### config.mk
export PLATFORM = sky130hd
export DESIGN_NAME = pwm_led_driver
export DESIGN_NICKNAME = d
export VERILOG_FILES = /design/src/rtl/pwm_led_driver.sv
export SDC_FILE = /design/constraint.sdc
export NUM_CORES = 1
export LEC_CHECK = 0
export BUFFER_PORTS_ARGS = -buffer_cell sky130_fd_sc_hd__buf_4
export CORE_MARGIN = 2
export CORE_UTILIZATION = 48
export DETAILED_ROUTE_END_ITERATION = 6
export SYNTH_ARGS = -nofsm -noshare
export SYNTH_HDL_FRONTEND = slang
export SYNTH_SLANG_ARGS = --single-unit
### constraint.sdc
create_clock -name clock_12mhz -period 4.5 [get_ports clock_12mhz]
set_clock_uncertainty 0.05 [all_clocks]
set_input_delay 0.675 -clock clock_12mhz [delete_from_list [all_inputs] [get_ports clock_12mhz]]
set_output_delay 0.675 -clock clock_12mhz [all_outputs]
set_load 0.05 [all_outputs]
### src/rtl/pwm_led_driver.sv
// Multi-channel PWM LED driver: per-channel OFF / PWM / BLINK / BREATHE modes.
// Writes go to shadow registers and are loaded glitch-free at the period boundary.
//
// Ports:
//   clock_12mhz  - system clock, rising edge
//   reset        - synchronous active-low reset
//   wr_en        - one-cycle write strobe
//   wr_chan      - target channel (indices >= CHANNELS are ignored)
//   wr_mode      - 0=OFF 1=PWM 2=BLINK 3=BREATHE
//   wr_duty      - duty / blink length / breathe peak
//   period_start - one-cycle pulse aligned with period_cnt == 0
//   pwm_out      - registered channel outputs, inverted when ACTIVE_LOW
module pwm_led_driver #(
    parameter int CHANNELS     = 3,
    parameter int WIDTH        = 8,
    parameter int PRESCALE     = 46,
    parameter int BREATHE_STEP = 4,
    parameter bit ACTIVE_LOW   = 1'b1,
    localparam int CW = (CHANNELS > 1) ? $clog2(CHANNELS) : 1
) (
    input  logic                clock_12mhz,
    input  logic                reset,
    input  logic                wr_en,
    input  logic [CW-1:0]       wr_chan,
    input  logic [1:0]          wr_mode,
    input  logic [WIDTH-1:0]    wr_duty,
    output logic                period_start,
    output logic [CHANNELS-1:0] pwm_out
);

    localparam int PW = (PRESCALE > 0) ? $clog2(PRESCALE + 1) : 1;
    localparam int SW = (BREATHE_STEP > 1) ? $clog2(BREATHE_STEP) : 1;

    typedef enum logic [1:0] {
        M_OFF     = 2'd0,
        M_PWM     = 2'd1,
        M_BLINK   = 2'd2,
        M_BREATHE = 2'd3
    } mode_e;

    logic [PW-1:0]    presc_q, presc_d;
    logic [WIDTH-1:0] cnt_q, cnt_d;
    logic             tick, boundary;

    mode_e            sh_mode_q  [CHANNELS];
    mode_e            sh_mode_d  [CHANNELS];
    logic [WIDTH-1:0] sh_duty_q  [CHANNELS];
    logic [WIDTH-1:0] sh_duty_d  [CHANNELS];
    mode_e            act_mode_q [CHANNELS];
    mode_e            act_mode_d [CHANNELS];
    logic [WIDTH-1:0] act_duty_q [CHANNELS];
    logic [WIDTH-1:0] act_duty_d [CHANNELS];
    logic [WIDTH-1:0] bcnt_q     [CHANNELS];
    logic [WIDTH-1:0] bcnt_d     [CHANNELS];
    logic             phase_q    [CHANNELS];
    logic             phase_d    [CHANNELS];
    logic [WIDTH-1:0] level_q    [CHANNELS];
    logic [WIDTH-1:0] level_d    [CHANNELS];
    logic             down_q     [CHANNELS];
    logic             down_d     [CHANNELS];
    logic [SW-1:0]    step_q     [CHANNELS];
    logic [SW-1:0]    step_d     [CHANNELS];

    logic [CHANNELS-1:0] raw;
    logic [CHANNELS-1:0] pwm_q;
    logic                ps_q;

    assign tick     = (presc_q == PW'(PRESCALE));
    assign boundary = tick && (cnt_q == {WIDTH{1'b1}});

    always_comb begin
        presc_d = tick ? '0 : presc_q + 1'b1;
        cnt_d   = tick ? cnt_q + 1'b1 : cnt_q;
        raw     = '0;
        for (int i = 0; i < CHANNELS; i++) begin
            sh_mode_d[i]  = sh_mode_q[i];
            sh_duty_d[i]  = sh_duty_q[i];
            act_mode_d[i] = act_mode_q[i];
            act_duty_d[i] = act_duty_q[i];
            bcnt_d[i]     = bcnt_q[i];
            phase_d[i]    = phase_q[i];
            level_d[i]    = level_q[i];
            down_d[i]     = down_q[i];
            step_d[i]     = step_q[i];

            // Out-of-range channel indices never match any i.
            if (wr_en && (wr_chan == CW'(i))) begin
                sh_mode_d[i] = mode_e'(wr_mode);
                sh_duty_d[i] = wr_duty;
            end

            // Load reads the pre-write shadow, so a write on the
            // boundary cycle waits for the next boundary.
            if (boundary) begin
                act_mode_d[i] = sh_mode_q[i];
                act_duty_d[i] = sh_duty_q[i];
                if (sh_mode_q[i] != act_mode_q[i]) begin
                    bcnt_d[i]  = '0;
                    phase_d[i] = 1'b1;
                    level_d[i] = '0;
                    down_d[i]  = 1'b0;
                    step_d[i]  = '0;
                end else begin
                    if (bcnt_q[i] == sh_duty_q[i]) begin
                        bcnt_d[i]  = '0;
                        phase_d[i] = ~phase_q[i];
                    end else begin
                        bcnt_d[i] = bcnt_q[i] + 1'b1;
                    end
                    if (step_q[i] == SW'(BREATHE_STEP - 1)) begin
                        step_d[i] = '0;
                        if (!down_q[i]) begin
                            if (level_q[i] < sh_duty_q[i]) begin
                                level_d[i] = level_q[i] + 1'b1;
                            end else begin
                                // Peak reached (or duty lowered below level).
                                down_d[i] = 1'b1;
                                if (level_q[i] != '0)
                                    level_d[i] = level_q[i] - 1'b1;
                            end
                        end else begin
                            if (level_q[i] != '0) begin
                                level_d[i] = level_q[i] - 1'b1;
                            end else if (sh_duty_q[i] != '0) begin
                                down_d[i]  = 1'b0;
                                level_d[i] = WIDTH'(1);
                            end
                        end
                    end else begin
                        step_d[i] = step_q[i] + 1'b1;
                    end
                end
            end

            unique case (act_mode_q[i])
                M_OFF:     raw[i] = 1'b0;
                M_PWM:     raw[i] = cnt_q < act_duty_q[i];
                M_BLINK:   raw[i] = phase_q[i];
                M_BREATHE: raw[i] = cnt_q < level_q[i];
            endcase
        end
    end

    always_ff @(posedge clock_12mhz) begin
        if (!reset) begin
            presc_q <= '0;
            cnt_q   <= '0;
            ps_q    <= 1'b0;
            pwm_q   <= {CHANNELS{ACTIVE_LOW}};
            for (int i = 0; i < CHANNELS; i++) begin
                sh_mode_q[i]  <= M_OFF;
                sh_duty_q[i]  <= '0;
                act_mode_q[i] <= M_OFF;
                act_duty_q[i] <= '0;
                bcnt_q[i]     <= '0;
                phase_q[i]    <= 1'b0;
                level_q[i]    <= '0;
                down_q[i]     <= 1'b0;
                step_q[i]     <= '0;
            end
        end else begin
            presc_q <= presc_d;
            cnt_q   <= cnt_d;
            ps_q    <= boundary;
            pwm_q   <= raw ^ {CHANNELS{ACTIVE_LOW}};
            for (int i = 0; i < CHANNELS; i++) begin
                sh_mode_q[i]  <= sh_mode_d[i];
                sh_duty_q[i]  <= sh_duty_d[i];
                act_mode_q[i] <= act_mode_d[i];
                act_duty_q[i] <= act_duty_d[i];
                bcnt_q[i]     <= bcnt_d[i];
                phase_q[i]    <= phase_d[i];
                level_q[i]    <= level_d[i];
                down_q[i]     <= down_d[i];
                step_q[i]     <= step_d[i];
            end
        end
    end

    assign period_start = ps_q;
    assign pwm_out      = pwm_q;

endmodule

==> results.py <==
metrics = {
    "status": {
        "status": "completed",
    },
    "worst_setup_path": {
        "cp-startpoint": "cnt_q[1]",
        "cpLargestDelayFamily": "compound AO/OA/AOI/OAI gates",
        "crit_slowest_cell": "dfxtp_1",
        "worst-path-max-fanout": 35,
        "crit_chain": "ha_1 -> nand4b_4 -> nor4_4 -> buf_4 -> o21ai_1 -> a21oi_2 -> o311ai_0 -> a32o_1",
        "start_kind": "register",
        "cp_data_arrival_time_ns": 3.45,
        "required_ns": 4.76,
        "critical_path_class": "reg2reg",
        "cpPeakStageDelay_ns": 0.53,
        "cp-end-kind": "register",
        "cp_num_buf_inv": 1,
        "r2r-start": "cnt_q[1]",
    },
    "drt": {
        "vias": 7098,
        "detail-route-antenna-nets": 0,
        "via_per_inst": 5.59,
        "route.detailed.drc": 0,
        "wl_microns": 21300,
        "dr.pass1.iters": 4,
        "drtIter0Drc": 442,
        "wl_per_cell_microns": 16.8,
    },
    "placed_design": {
        "gp_congestion": 0.880,
        "dp_cells": 1237,
        "io_buffers": 18,
        "hpwlAfterDp_microns": 15100,
    },
    "synth": {
        "yosys_warnings": 0,
        "synth_compound_area_frac": 0.168,
        "ys_seq_area_frac": 0.332,
        "synth_xor_area_frac": 0.0580,
        "synth_fa_ha_area_frac": 0.122,
        "syn_nets": 1119,
        "synth.mux.area_fraction": 0.0425,
        "synth-async-reset-ratio": 0,
        "synth_top_family_by_area": "simple AND/OR/NAND/NOR gates",
        "synth-edff-count": 0,
        "postSynthCellCount": 1023,
        "synthSimpleGateAreaFrac": 0.222,
        "ys.flop_type": "dfxtp_1",
        "syn-cell-area_sq_um": 8310,
        "synth_cell_types": 70,
        "avgSynthCellArea_sq_um": 8.12,
        "ys_seq_elements": 138,
    },
    "final_layout": {
        "finalNonFillerCells": 1269,
        "drive_gt1_frac": 0.0852,
        "nets": 1127,
        "seqCellArea_sq_um": 2760,
        "final_cell_mix": "138 x dfxtp_1, 117 x nand2_1, 115 x nor2_1",
        "fillCellCount": 1629,
        "multi_input_area_sq_um": 5100,
        "antenna_cells": 0,
        "synthToLayoutAreaGrowth_pct": 11.2,
        "final_common_cell": "dfxtp_1",
    },
    "pwr": {
        "p_total_mw": 2.94,
        "p_per_area_nw_per_um2": 318,
        "power_switching_uw": 728,
        "vdd_drop_max_uv": 264,
        "comb_power_share": 0.075,
        "leakagePower_nw": 3.75,
        "switching_share": 0.248,
        "power_frac_clock": 0.499,
        "pwr-share-seq": 0.426,
        "internal-power_mw": 2.21,
    },
    "floorplan": {
        "ios": 19,
        "die_area_sq_um": 18400,
        "core_area_sq_um": 17100,
        "die_h_microns": 136,
        "die_w_microns": 136,
        "num_rows": 48,
        "initial_core_util": 0.486,
    },
    "worst_hold_path": {
        "min_from": "act_duty_q[0][20]",
        "min_path_type": "reg2reg",
    },
    "grt": {
        "grt_pass1_vias": 6628,
        "grt_busiest_layer": "met1",
        "overflow": 0,
        "grt_max_degree": 44,
        "grtUsageTotal": 0.243,
        "grt_use_met1": 0.360,
        "gr-usage-met2": 0.360,
        "met3_usage": 0.0404,
        "antenna_found_initial": 0,
        "grt_pass1_wl_microns": 35000,
    },
    "cts": {
        "htree_levels": 4,
        "cts_tree": "done",
        "clockRootBuffer": "clkbuf_16",
        "cts_setup_buffers": 0,
        "ctsHoldBuffers": 0,
        "ctsResizeCount": 0,
        "path_clk_slew_ns": 0.06,
        "clock_sinks": 138,
        "numCtsBuffers": 17,
        "cts.path.max_buffers": 2,
        "clk_latency_ns": 0.43,
    },
    "timing": {
        "fmax_mhz": 314,
        "period_needed_ns": 3.19,
        "setup_violations": 0,
        "hold_viol_final": 0,
        "worst_pin_slew_ns": 1.09,
        "rsz0062_at_grt": "no",
        "holdWs_ns": 0.403,
        "final_max_slew_viol_count": 0,
        "slew_headroom": 0.273,
        "fin_tns_setup_ns": 0,
        "period_share": 0.708,
    },
    "run": {
        "maxCapViolCount": 0,
    },
}
## cell families after synthesis
group / Yosys count
adders and majority gates: 81
DFF: 138
AOI/OAI and AO/OA: 220
muxes: 35
xor gates and xnor gates: 55
buffers and inverters: 115
and+or+nand+nor: 379
## power by group through the flow
stage	combinational (mW)	clock (mW)	sequential (mW)
after floorplan	0.162	0	1.27
after global placement	0.218	0	1.28
after detailed placement	0.217	0	1.28
after CTS	0.218	1.49	1.25
after global routing	0.244	1.54	1.25
final	0.219	1.47	1.25
## cells in the mapped netlist, drive strengths merged, types with 4 or more instances
| cell type | n | area, sq um |
|---|---|---|
| nor4 | 18 | 153 |
| nand4 | 21 | 138 |
| or4 | 10 | 75.1 |
| inv | 77 | 289 |
| o31ai | 4 | 53.8 |
| o21ai | 51 | 263 |
| ha | 81 | 1010 |
| o21bai | 4 | 41.3 |
| mux2i | 33 | 330 |
| and2 | 6 | 37.5 |
| and3 | 12 | 75.1 |
| nand2b | 9 | 56.3 |
| a21oi | 95 | 487 |
| a41oi | 4 | 35.0 |
| nand3 | 32 | 165 |
| a211oi | 14 | 105 |
| nor2 | 116 | 438 |
| clkbuf | 21 | 78.8 |
| nand2 | 117 | 439 |
| xor2 | 37 | 324 |
| nor3 | 16 | 90.1 |
| or3 | 7 | 43.8 |
| a31oi | 5 | 31.3 |
| xnor2 | 18 | 158 |
| o21a | 7 | 52.6 |
| a21o | 8 | 60.1 |
| dfxtp | 138 | 2760 |
| buf | 17 | 91.3 |
## state kept, by name (all words and copies together), names as in the netlist
signal,count
cnt_q,8
level_q,24
sh_duty_q,24
presc_q,6
act_duty_q,24
period_start,1
bcnt_q,24
pwm_out,3
down_q,3
sh_mode_q,6
step_q,6
act_mode_q,6
phase_q,3
## per-layer routing
| layer | vias to the layer above | part of all wire |
|---|---|---|
| li1 | 3615 | - |
| met1 | 3291 | 0.51 |
| met2 | 174 | 0.43 |
| met3 | 18 | 0.049 |
| met4 | 0 | 0.012 |
| met5 | - | 0 |
## path summary, 6_finish.rpt
| kind | endpoint | slack (ns) | cells after the start |
|---|---|---|---|
| hold / removal | act_duty_q[0][20] | 0.40 | 2 |
| setup reg to reg | level_q[0][2] | 1.31 | 8 |
| setup / recovery | level_q[0][2] | 1.31 | 8 |
| hold reg to reg | act_duty_q[0][20] | 0.40 | 2 |
## worst register-to-register path: stages, from the launching register on
cell and delay (ns):
dfxtp_1 0.53, ha_1 0.32, nand4b_4 0.15, nor4_4 0.27, buf_4 0.42, o21ai_1 0.31, a21oi_2 0.49, o311ai_0 0.24
a32o_1 0.30
## cell type report
type / instances / share of cell area
clock buffers: 20 / 0.0483
clock inverters: 12 / 0.0176
well taps: 225 / 0.0305
inverters: 77 / 0.0314
multi-input cells: 770 / 0.551
repair buffers: 27 / 0.0219
flip-flops and latches: 138 / 0.299
## stage by stage
stage	util	setup WS, ns	cell area, sq um
after detailed placement	0.504	1.31	8630
after floorplan	-	2.21	8310
after global placement	0.504	1.42	8630
final	0.540	1.31	9240
after CTS	0.540	1.28	9240
after global routing	0.540	1.01	9240
Power figures use the tool's default switching activity.
